[config.mk]
export PLATFORM = sky130hd
export DESIGN_NAME = btn_conditioner
export DESIGN_NICKNAME = d
export VERILOG_FILES = /design/src/rtl/btn_pkg.sv /design/src/rtl/btn_debounce_ch.sv /design/src/rtl/btn_conditioner.sv
export SDC_FILE = /design/constraint.sdc
export NUM_CORES = 1
export LEC_CHECK = 0
export BUFFER_PORTS_ARGS = -buffer_cell sky130_fd_sc_hd__buf_4
export CORE_MARGIN = 2
export CORE_UTILIZATION = 55
export CTS_BUF_LIST = sky130_fd_sc_hd__clkbuf_4 sky130_fd_sc_hd__clkbuf_8 sky130_fd_sc_hd__clkbuf_16
export DETAILED_ROUTE_END_ITERATION = 7
export PLACE_DENSITY = 0.73
export SYNTH_ARGS = -nofsm -noshare
export SYNTH_HDL_FRONTEND = slang
export SYNTH_SLANG_ARGS = --single-unit
[constraint.sdc]
create_clock -name clk -period 6 [get_ports clk]
set_input_delay 0.9 -clock clk [delete_from_list [all_inputs] [get_ports clk]]
set_output_delay 0.9 -clock clk [all_outputs]
set_load 0.01 [all_outputs]
[src/rtl/btn_pkg.sv]
// Shared types and defaults for the push-button conditioning path.
package btn_pkg;

    typedef enum logic [1:0] {
        STABLE_LO = 2'd0,
        PEND_HI   = 2'd1,
        STABLE_HI = 2'd2,
        PEND_LO   = 2'd3
    } db_state_t;

    // 10 ms hold time at the 50 MHz core clock.
    localparam int DB_CYCLES_50MHZ = 500000;

endpackage

[src/rtl/btn_debounce_ch.sv]
// One button channel: 2-flop synchronizer, debounce FSM with hold counter,
// registered level plus one-cycle press/release pulses.
module btn_debounce_ch
    import btn_pkg::*;
#(
    parameter int DB_CYCLES = DB_CYCLES_50MHZ,
    parameter int CW        = $clog2(DB_CYCLES)
) (
    input  logic clk,
    input  logic rst,
    input  logic btn,
    output logic level,
    output logic press,
    output logic release_pulse,
    output logic press_set
);

    localparam logic [CW-1:0] CNT_MAX = CW'(DB_CYCLES - 1);
    localparam logic [CW-1:0] CNT_ONE = CW'(1);

    logic      s1_reg;
    logic      s2_reg;
    db_state_t state_reg, state_next;
    logic [CW-1:0] cnt_reg, cnt_next;
    logic      level_reg, level_next;
    logic      press_reg, press_next;
    logic      release_reg, release_next;

    always_ff @(posedge clk or posedge rst) begin
        if (rst) begin
            s1_reg      <= 1'b0;
            s2_reg      <= 1'b0;
            state_reg   <= STABLE_LO;
            cnt_reg     <= '0;
            level_reg   <= 1'b0;
            press_reg   <= 1'b0;
            release_reg <= 1'b0;
        end else begin
            s1_reg      <= btn;
            s2_reg      <= s1_reg;
            state_reg   <= state_next;
            cnt_reg     <= cnt_next;
            level_reg   <= level_next;
            press_reg   <= press_next;
            release_reg <= release_next;
        end
    end

    // The counter counts consecutive cycles spent in a PEND state; it is
    // cleared on every exit, so it never passes CNT_MAX.
    always_comb begin
        state_next   = state_reg;
        cnt_next     = cnt_reg;
        level_next   = level_reg;
        press_next   = 1'b0;
        release_next = 1'b0;
        case (state_reg)
            STABLE_LO: begin
                if (s2_reg) begin
                    state_next = PEND_HI;
                    cnt_next   = CNT_ONE;
                end else begin
                    cnt_next   = '0;
                end
            end
            PEND_HI: begin
                if (!s2_reg) begin
                    state_next = STABLE_LO;
                    cnt_next   = '0;
                end else if (cnt_reg == CNT_MAX) begin
                    state_next = STABLE_HI;
                    level_next = 1'b1;
                    press_next = 1'b1;
                    cnt_next   = '0;
                end else begin
                    cnt_next   = cnt_reg + CNT_ONE;
                end
            end
            STABLE_HI: begin
                if (!s2_reg) begin
                    state_next = PEND_LO;
                    cnt_next   = CNT_ONE;
                end else begin
                    cnt_next   = '0;
                end
            end
            PEND_LO: begin
                if (s2_reg) begin
                    state_next   = STABLE_HI;
                    cnt_next     = '0;
                end else if (cnt_reg == CNT_MAX) begin
                    state_next   = STABLE_LO;
                    level_next   = 1'b0;
                    release_next = 1'b1;
                    cnt_next     = '0;
                end else begin
                    cnt_next     = cnt_reg + CNT_ONE;
                end
            end
            default: begin
                state_next = STABLE_LO;
                cnt_next   = '0;
            end
        endcase
    end

    assign level         = level_reg;
    assign press         = press_reg;
    assign release_pulse = release_reg;
    // Lets the parent set its sticky flag on the same edge the press registers.
    assign press_set     = press_next;

endmodule

[src/rtl/btn_conditioner.sv]
// Push-button front end: per-button debounce channels plus sticky press
// events, software clear and a registered level interrupt.
module btn_conditioner
    import btn_pkg::*;
#(
    parameter int   N_BTN     = 5,
    parameter int   DB_CYCLES = DB_CYCLES_50MHZ,
    localparam int  CW        = $clog2(DB_CYCLES)
) (
    input  logic             clk,
    input  logic             rst,
    input  logic [N_BTN-1:0] i_btn,
    input  logic             i_clr_we,
    input  logic [N_BTN-1:0] i_clr_mask,
    input  logic [N_BTN-1:0] i_irq_en,
    output logic [N_BTN-1:0] o_level,
    output logic [N_BTN-1:0] o_press,
    output logic [N_BTN-1:0] o_release,
    output logic [N_BTN-1:0] o_event,
    output logic             o_irq
);

    logic [N_BTN-1:0] press_set;
    logic [N_BTN-1:0] clr;
    logic [N_BTN-1:0] event_reg, event_next;
    logic             irq_reg;

    generate
        for (genvar gi = 0; gi < N_BTN; gi++) begin : g_ch
            btn_debounce_ch #(
                .DB_CYCLES (DB_CYCLES),
                .CW        (CW)
            ) u_ch (
                .clk           (clk),
                .rst           (rst),
                .btn           (i_btn[gi]),
                .level         (o_level[gi]),
                .press         (o_press[gi]),
                .release_pulse (o_release[gi]),
                .press_set     (press_set[gi])
            );
        end
    endgenerate

    // A press landing on the same edge as a clear keeps the flag set.
    assign clr        = i_clr_we ? i_clr_mask : '0;
    assign event_next = press_set | (event_reg & ~clr);

    always_ff @(posedge clk or posedge rst) begin
        if (rst) begin
            event_reg <= '0;
            irq_reg   <= 1'b0;
        end else begin
            event_reg <= event_next;
            irq_reg   <= |(event_reg & i_irq_en);
        end
    end

    assign o_event = event_reg;
    assign o_irq   = irq_reg;

endmodule

==> impl_results.md, run 1 <==
- Hold Path Origin: g_ch[4].u_ch.s1_reg
- Fin area: 7340 um2
- CP startpoint: g_ch[2].u_ch.cnt_reg[0]
- Clock period minus worst slack: 2.44 ns
- DR top layer: met4
- Tightest Hold Check Type: flip-flop to flip-flop
- Largest stage delay, worst path: approximately 0.97 ns
- Dominant synthesized flop cell: dfrtp_1
- Cell variety after synth: 51
- Setup TNS: 0 ns
- Port bufs: 38
- Drt total wl: 12900 um
- Top-Level Pins: 39
- CTS resizes: 0
- Global route overflow: 0
- Synth Area per Inst: 10.1 um2
- Hold slack: about 0.35 ns
- Post-CTS Hold Buffers: 0
- Least-Margin Pin Slew: 1.15 ns
- Ratio of final minimum period to clock period: 40.6%
- Unrepaired setup endpoints after global routing: no
- Drt wl/cell: 15.7 um
- GP Congestion: between 0.8 and 0.9
- Multi-input logic area: about 2800 um2
- CP Class: flip-flop to flip-flop
- Commonest non-fill, non-tap cells in the layout: dfrtp_1, nor2_1, nand3_1, buf_4
- Final Util: between 60% and 70%
- Register area: 3400 um2
- Total track usage: 21.6%
- Initial DRC count: 383
- Num CTS Buffers: 17
- Worst EP arrival: 2.69 ns
- Vias: 4846
- CP endpoint kind: flip-flop
- # rows: 39
- Ant diodes: 0
- First-pass GRT wire length: about 22000 um
- Syn nets: 660
- Slowest cell on the critical path: o21bai_1
- Clock latency on the worst-skew pair: 0.42 ns
- Lkg Pwr: roughly 3.2 nW
- # fillers: 924
- Max FO, Critical Path: 16
- Syn Std Cell Area: 6460 um2
- Max Fclk: 0.410 GHz
- CTS clk-pin slew, worst paths: approximately 0.05 ns
- Relative slew slack: 22.9%
- Placed inst area: 6760 um2
- Fin nets: ~690
- Pre-Repair DR Iteration Count: 4
- CTS tree: done
- Number of global-route vias before repair: between 4000 and 5000
- Post-synth EDFFs: 0
- Power density cells: between 200 and 300 nW/um2
- HPWL after DPL: 8590 um
- Yosys reg bits: 136
- Initial antenna violation count: 0
- Area growth syn-to-layout: 13.6%
- Met1 WL: 5750 um
- Status: finished, final reports clean
- Largest net degree at the start of global routing: 82
- CP cell instances: ha_1 > nor3b_1 > nand4_1 > o21bai_1 > nor2_1
- Final ANT Viol Nets: 0
- Final setup vio count: 0
- Peak VDD IR: 251 uV
- Die Width: 112 um
- CTS HTree Levels: 4
- Core area: 11400 um2
- Worst Setup Start Kind: flip-flop
- Vias per inst: between 5 and 6
- Critical Path RT: about 6.3 ns
- Max_cap viols: 0
- FFs w/ async S/R, synth: 100%
- Clk root buf: clkbuf_16
- Sequential fraction of the synthesis area: 52.7%
- Tot Pwr: roughly 2.0 mW
- R2r startpoint: g_ch[2].u_ch.cnt_reg[0]
- Final hold vios: 0
- Post-CTS setup buffer count: 0
- Routed wl met3: 631 um
- CTS Buffer Depth: 2
- Reg2Reg Setup Slack: approximately 3.6 ns
- Met2 wire length: 6140 um
- Share of cells above drive strength 1: 12.0%
- Fin. max-slew vios: 0
- Starting Density: 56.6%
- Die area: around 13000 um2
- CTS sink count: 136
- Drt drc: 0
- Max reg flops: 95
- Yosys Warn Count: 0
- Clock Skews: 0.00527 ns
- Die height: 112 um
- Commonest non-fill, non-tap cell in the layout: dfrtp_1
- Cells after Synth: ~640
[worst paths after layout]
kind                                       endpoint  cells after the start
setup / recovery            g_ch[2].u_ch.cnt_reg[9]                      5
hold / removal                  g_ch[4].u_ch.s2_reg                      0
setup reg to reg            g_ch[2].u_ch.cnt_reg[9]                      5
hold reg to reg                 g_ch[4].u_ch.s2_reg                      0
max in group asynchronous  g_ch[2].u_ch.cnt_reg[17]                      3
min in group asynchronous        g_ch[4].u_ch.press                      2
[per-stage QoR]
stage | instances | setup slack, ns
after CTS | 820 | 3.57
final | 820 | 3.56
after global placement | 788 | 3.61
after detailed placement | 788 | 3.56
after global routing | 820 | 3.33
after floorplan | 637 | 1.46
[Yosys cell counts, types with 2 or more instances]
library cell	number	share of area (%)
o21ai_0	17	1.3
or4b_1	2	0.31
a31o_2	3	0.41
a21o_1	9	1.0
o31ai_1	10	1.2
nand2_1	38	2.2
dfrtp_1	136	53
nor3_1	8	0.62
nor4_1	15	1.5
a211o_1	5	0.68
a21boi_1	2	0.23
nor2_1	67	3.9
or4_1	12	1.4
and4_1	13	1.8
nor4bb_1	2	0.31
nor3b_1	6	0.70
nand4_1	32	3.1
buf_2	5	0.39
inv_1	23	1.3
o21bai_1	2	0.23
xor2_1	38	5.2
clkbuf_1	12	0.70
ha_1	5	0.97
and3_1	13	1.3
nor4b_1	4	0.54
a21oi_1	26	2.0
xnor2_1	26	3.5
buf_4	15	1.7
a21boi_0	7	0.81
or3_1	13	1.3
and2_1	11	1.1
or2_1	2	0.19
nand3_1	40	3.1
[cell type report]
type	instances	area share [%]
clock buffer	21	6.55
clock inverter	11	1.33
inverter	24	1.31
multi-input combinational	445	37.9
sequential	136	46.4
tap	143	2.44
timing repair buffer	40	4.09
[per-layer routing]
metal / global-route usage [%] / vias to the layer above
met5: 0 / -
met4: 10.6 / 0
met3: 5.40 / 30
met2: 34.1 / 124
met1: 28.2 / 2362
li1: - / 2330
[power by group]
group          internal (mW)  switching, mW
sequential             0.928        0.00981
combinational         0.0177         0.0399
clock                  0.610          0.385
[worst max-delay path, delay by kind of cell (launching register included)]
family / cells / cell delay [ns]
AO/OA/AOI/OAI: 1 / 0.97
adder cells (fa/ha/maj): 1 / 0.30
flip-flops: 1 / 0.39
AND/OR/NAND/NOR: 3 / 0.60
[cell families (layout without fill, tap and decap cells)]
logic type	Yosys count	in the layout	share of synthesized area, %
compound gates	89	89	8.84
xor+xnor	64	64	8.68
fa+ha+maj	5	5	0.969
buf+inv	56	96	4.24
flops	136	136	52.7
mux	2	2	0.349
simple gates	285	285	24.2
Note: power is estimated with default switching activity, not from simulation.
==> run 2: changes to the inputs <==
==> constraint.sdc (replaced) <==
create_clock -name clk -period 2.45 [get_ports clk]
set_input_delay 0.3675 -clock clk [delete_from_list [all_inputs] [get_ports clk]]
set_output_delay 0.3675 -clock clk [all_outputs]
set_load 0.01 [all_outputs]
==> run 2 against run 1 <==
Net effect:
- hold slack lost 0.29 ns
- critical path depth is the same
- clock power grew 140%
- sequential power grew 150%
- setup slack lost 3.3 ns
- sequential share of layout area shrank 0.25 points
- clock-buffer cell count grew 3
- register-to-register slack lost 3.3 ns
- wire length shrank 1.3%
==> impl_results.md, run 2 (synthesis gave the netlist of run 1 again) <==
- Die area: 12600 um2
- Largest net degree at the start of global routing: 137
- Setup WS pre-CTS: between 0.2 and 0.3 ns
- Met3 Usage GRT: 7.02%
- Largest delay share family, worst path: simple AND/OR/NAND/NOR gates
- Initial antenna violation count: 0
- Commonest non-fill, non-tap cells in the layout: dfrtp_1, nor2_1, buf_4
- Worst EP arrival: 2.47 ns
- Drt drc: 0
- Share of cells above drive strength 1: 12.4%
- Largest stage delay, worst path: 0.47 ns
- Placed inst area: 6800 um2
- CTS tree: done
- CP cell instances: ha_1 > or4b_1 > nor3_2 > nand3_1 > mux2_1
- CTS resizes: 0
- Fin nets: 691
- CTS HTree Levels: 4
- First-pass GRT wire length: 21900 um
- Initial DRC count: between 200 and 300
- Met2 Usage GRT: 35.9%
- CTS clk-pin slew, worst paths: 0.06 ns
- Worst Setup Start Kind: flip-flop
- Least-Margin Pin Slew: 0.723 ns
- Max_cap viols: 0
- Global route overflow: 0
- Max Fclk: 0.459 GHz
- Tightest Hold Check Type: input pin to flip-flop
- Peak VDD IR: 857 uV
- Critical Path RT: between 2 and 3 ns
- Vias per inst: 5.80
- Number of global-route vias before repair: about 4800
- Commonest non-fill, non-tap cell in the layout: dfrtp_1
- GP Congestion: roughly 0.91
- Clock period minus worst slack: 2.18 ns
- Total track usage: 21.6%
- Drt wl/cell: around 15 um
- # rows: 39
- Tot Pwr: 4.87 mW
- # fillers: approximately 900
- Area growth syn-to-layout: 14.2%
- Num CTS Buffers: 17
- Final setup vio count: 0
- Vias: between 4000 and 5000
- Status: finished, final reports clean
- Starting Density: a little under three fifths
- Hold slack: slightly above 0.06 ns
- Max FO, Critical Path: 7
- Final WS setup: 0.270 ns
- Met1 usage: 25.7%
- Relative slew slack: 51.4%
- CTS Buffer Depth: 2
- Unrepaired setup endpoints after global routing: no
- Critical path buffers and inverters: 0
- Clock latency on the worst-skew pair: 0.41 ns
- CP Class: flip-flop to flip-flop
- Pre-Repair DR Iteration Count: 5
- Clk root buf: clkbuf_16
- Gr busiest metal: met2
- Clock Skews: 0.00474 ns
- Die height: roughly 110 um
- Lkg Pwr: around 3.2 nW
- Final ANT Viol Nets: 0
- Ant diodes: 0
- Fin. max-slew vios: 0
- Core area: around 11000 um2
- Post-CTS setup buffer count: 0
- Post-CTS Hold Buffers: 0
- Top-Level Pins: 39
- Port bufs: 38
- Power density cells: 660 nW/um2
- Slowest cell on the critical path: or4b_1
- Setup TNS: 0 ns
- Die Width: 112 um
- CTS sink count: 136
- Ratio of final minimum period to clock period: 89.0%
- Final hold vios: 0
- Drt total wl: 12700 um
- HPWL after DPL: 8580 um
- Max reg flops: 95
- Fin area: 7380 um2
- CP endpoint kind: flip-flop
-- run 2: changes by cell type in the layout (fill, tap and decap cells not counted) --
cell and delta:
buf_12 +1, buf_4 +3, clkbuf_4 +2, clkbuf_8 +1
clkinvlp_4 -3, inv_6 -1
-- run 2: path summary, 6_finish.rpt --
path / depth (start not counted) / endpoint / from / slack (ns)
setup / recovery: 5 / flip-flop / g_ch[0].u_ch.cnt_reg[0] / 0.27
hold / removal: 1 / g_ch[3].u_ch.s1_reg / i_btn[3] / 0.06
setup reg to reg: 5 / flip-flop / g_ch[0].u_ch.cnt_reg[0] / 0.27
hold reg to reg: 0 / g_ch[3].u_ch.s2_reg / g_ch[3].u_ch.s1_reg / 0.35
max in group asynchronous: 3 / g_ch[4].u_ch.cnt_reg[15] / rst / 1.77
min in group asynchronous: 3 / g_ch[4].u_ch.press / rst / 0.11
-- run 2: final cells by class --
cell class                 count  area, um2  area share, %
inverter                      24       95.1           1.29
multi-input combinational    445       2780           37.7
sequential                   136       3400           46.1
clock buffer                  24        509           6.90
tap                          143        179           2.43
clock inverter                 7       67.6          0.916
timing repair buffer          44        343           4.65
-- run 2: per-layer routing --
metal  vias up  routed length, um
met5         -                  0
met1      2346               5550
li1       2336                  -
met2        71               6410
met3        23                485
met4         0                239
-- run 2: report_power, final --
group	switching, mW	internal (mW)
clock	0.888	1.54
sequential	0.0231	2.27
combinational	0.0968	0.0487
-- run 2: through the flow --
stage               instances  utilization (%)
CTS                       823             64.6
floorplan                 637                -
finish                    823             64.6
global route              823             64.6
detailed placement        792             59.6
global placement          792             59.6
==> run 3: changes to the inputs <==
--- a/config.mk
+++ b/config.mk
@@ -10,6 +10,7 @@
 export CORE_UTILIZATION = 55
 export CTS_BUF_LIST = sky130_fd_sc_hd__clkbuf_4 sky130_fd_sc_hd__clkbuf_8 sky130_fd_sc_hd__clkbuf_16
 export DETAILED_ROUTE_END_ITERATION = 7
+export MAX_ROUTING_LAYER = met4
 export PLACE_DENSITY = 0.73
 export SYNTH_ARGS = -nofsm -noshare
 export SYNTH_HDL_FRONTEND = slang
==> run 3 against run 2 <==
Net effect:
- total power increased by 0.84%
- final cell count decreased by 0.12%
- clock-buffer cell count decreased by 2
- first-iteration DRC count increased by 3.7%
- register-to-register slack about the same
- final area about the same
- fmax decreased by 0.40%
- largest power group unchanged
==> impl_results.md, run 3 (synthesis gave the netlist of run 1 again) <==
- Initial DRC count: around 280
- Placed inst area: 6800 um2
- Commonest non-fill, non-tap cells in the layout: dfrtp_1, nor2_1, buf_4
- Initial antenna violation count: 0
- Final ANT Viol Nets: 0
- Core area: 11400 um2
- Setup TNS: 0 ns
- Area growth syn-to-layout: 14.3%
- Die Width: 112 um
- Die area: about 13000 um2
- Top-Level Pins: 39
- HPWL after DPL: 8430 um
- Max Fclk: 0.457 GHz
- R2r startpoint: g_ch[0].u_ch.cnt_reg[0]
- CTS tree: done
- Drt total wl: between 10000 and 15000 um
- Pre-Repair DR Iteration Count: 5
- Drt drc: 0
- Largest net degree at the start of global routing: 137
- CTS Buffer Depth: 2
- Largest stage delay, worst path: 0.47 ns
- Slowest cell on the critical path: or4b_1
- # fillers: 903
- Share of cells above drive strength 1: 12.2%
- Drt wl/cell: about 16 um
- Clock Skews: 0.00578 ns
- Post-CTS setup buffer count: 0
- Max FO, Critical Path: 7
- Max_cap viols: 0
- Ant diodes: 0
- Number of global-route vias before repair: 4764
- Vias per inst: ~5.9
- Port bufs: 38
- CTS sink count: 136
- Int Power: 3.90 mW
- Ratio of final minimum period to clock period: 89.3%
- Logic gate share of total power: about 2.9%
- Vias: ~4800
- Clk root buf: clkbuf_16
- CP Class: flip-flop to flip-flop
- CTS HTree Levels: 4
- Peak VDD IR: 863 uV
- Die height: 112 um
- CP cell instances: ha_1 > or4b_1 > nor3_2 > nand3_1 > mux2_1
- Final Instance Count excl. Fillers: 822
- Status: finished, final reports clean
- CP endpoint kind: flip-flop
- Net Sw Frac: between 20% and 30%
- Fin nets: 691
- Reg2Reg Setup Slack: 0.26 ns
- Clock power frac: 50.3%
- Relative slew slack: 51.6%
- Critical Path RT: 2.74 ns
- # rows: 39
- Tightest Hold Check Type: input pin to flip-flop
- Post-CTS Hold Buffers: 0
- Least-Margin Pin Slew: between 0.7 and 0.8 ns
- Worst EP arrival: 2.48 ns
- Final Util: 64.6%
- CTS resizes: 0
- Switching power: 1.01 mW
- Final setup vio count: 0
- Global route overflow: 0
- Lkg Pwr: 3.20 nW
- Dpl cells: slightly below 800
- Unrepaired setup endpoints after global routing: no
- First-pass GRT wire length: 22100 um
- Starting Density: a little under three fifths
- Max reg flops: 95
- Num CTS Buffers: 17
- Clock latency on the worst-skew pair: 0.42 ns
- GP Congestion: 0.929
- Fin. max-slew vios: 0
- Fin area: 7380 um2
- Power density cells: 665 nW/um2
- Reg power frac: 46.7%
- Total track usage: approximately 22%
- Worst Reg2Reg Path Length in Cells: 5
- Clock period minus worst slack: 2.19 ns
- CTS clk-pin slew, worst paths: 0.05 ns
- Commonest non-fill, non-tap cell in the layout: dfrtp_1
- Final hold vios: 0
- Worst Setup Start Kind: flip-flop
- CP startpoint: g_ch[0].u_ch.cnt_reg[0]
[run 3: changes by cell type in the layout (fill, tap and decap cells not counted)]
cell / before / now
clkbuf_8: 5 / 3
bufinv_16: 1 / 2
[run 3: routing by layer]
metal  wire, um  GRT usage, %  up-vias
met5          0             -        -
met4        148          7.56        0
met3        568          7.13       12
met2       6570          36.3      109
met1       5490          26.9     2367
li1           -             -     2324
[run 3: stage by stage]
stage                     hold slack, ns  power [mW]  worst slack [ns]
after detailed placement           0.335        2.48             0.297
after floorplan                    0.331        2.42             0.389
after global placement             0.333        2.48             0.386
after CTS                         0.0331        4.97             0.258
final                             0.0579        4.91             0.261
after global routing              0.0285        5.10            0.0837
[run 3: layout make-up]
class                   instances  area (um2)  share of cell area [%]
flip-flops and latches        136        3400                    46.1
multi-input cells             445        2780                    37.7
clock buffers                  22         482                    6.53
repair buffers                 44         343                    4.65
well taps                     143         179                    2.42
clock inverters                 8        97.6                    1.32
inverters                      24        95.1                    1.29
[run 3: power groups by stage]
stage	registers (mW)	logic, mW	clock network, mW
floorplan	2.33	0.0944	0
global placement	2.33	0.145	0
detailed placement	2.33	0.148	0
CTS	2.29	0.148	2.53
global route	2.30	0.168	2.64
finish	2.30	0.144	2.47
[run 3: worst min path at each step]
stage                              from                   to  slack, ns  cells past startpoint
finish                         i_btn[4]  g_ch[4].u_ch.s1_reg       0.06                      1
global placement    g_ch[2].u_ch.s1_reg  g_ch[2].u_ch.s2_reg       0.33                      0
global route                   i_btn[4]  g_ch[4].u_ch.s1_reg       0.03                      1
floorplan           g_ch[0].u_ch.s1_reg  g_ch[0].u_ch.s2_reg       0.33                      0
detailed placement  g_ch[2].u_ch.s1_reg  g_ch[2].u_ch.s2_reg       0.33                      0
CTS                            i_btn[4]  g_ch[4].u_ch.s1_reg       0.03                      1
[run 3: worst max-delay path: cells and delay by family (launching register included)]
kind | cells | cell delay (ns)
adders and majority gates | 1 | 0.30
DFF | 1 | 0.45
and+or+nand+nor | 3 | 0.95
muxes | 1 | 0.36
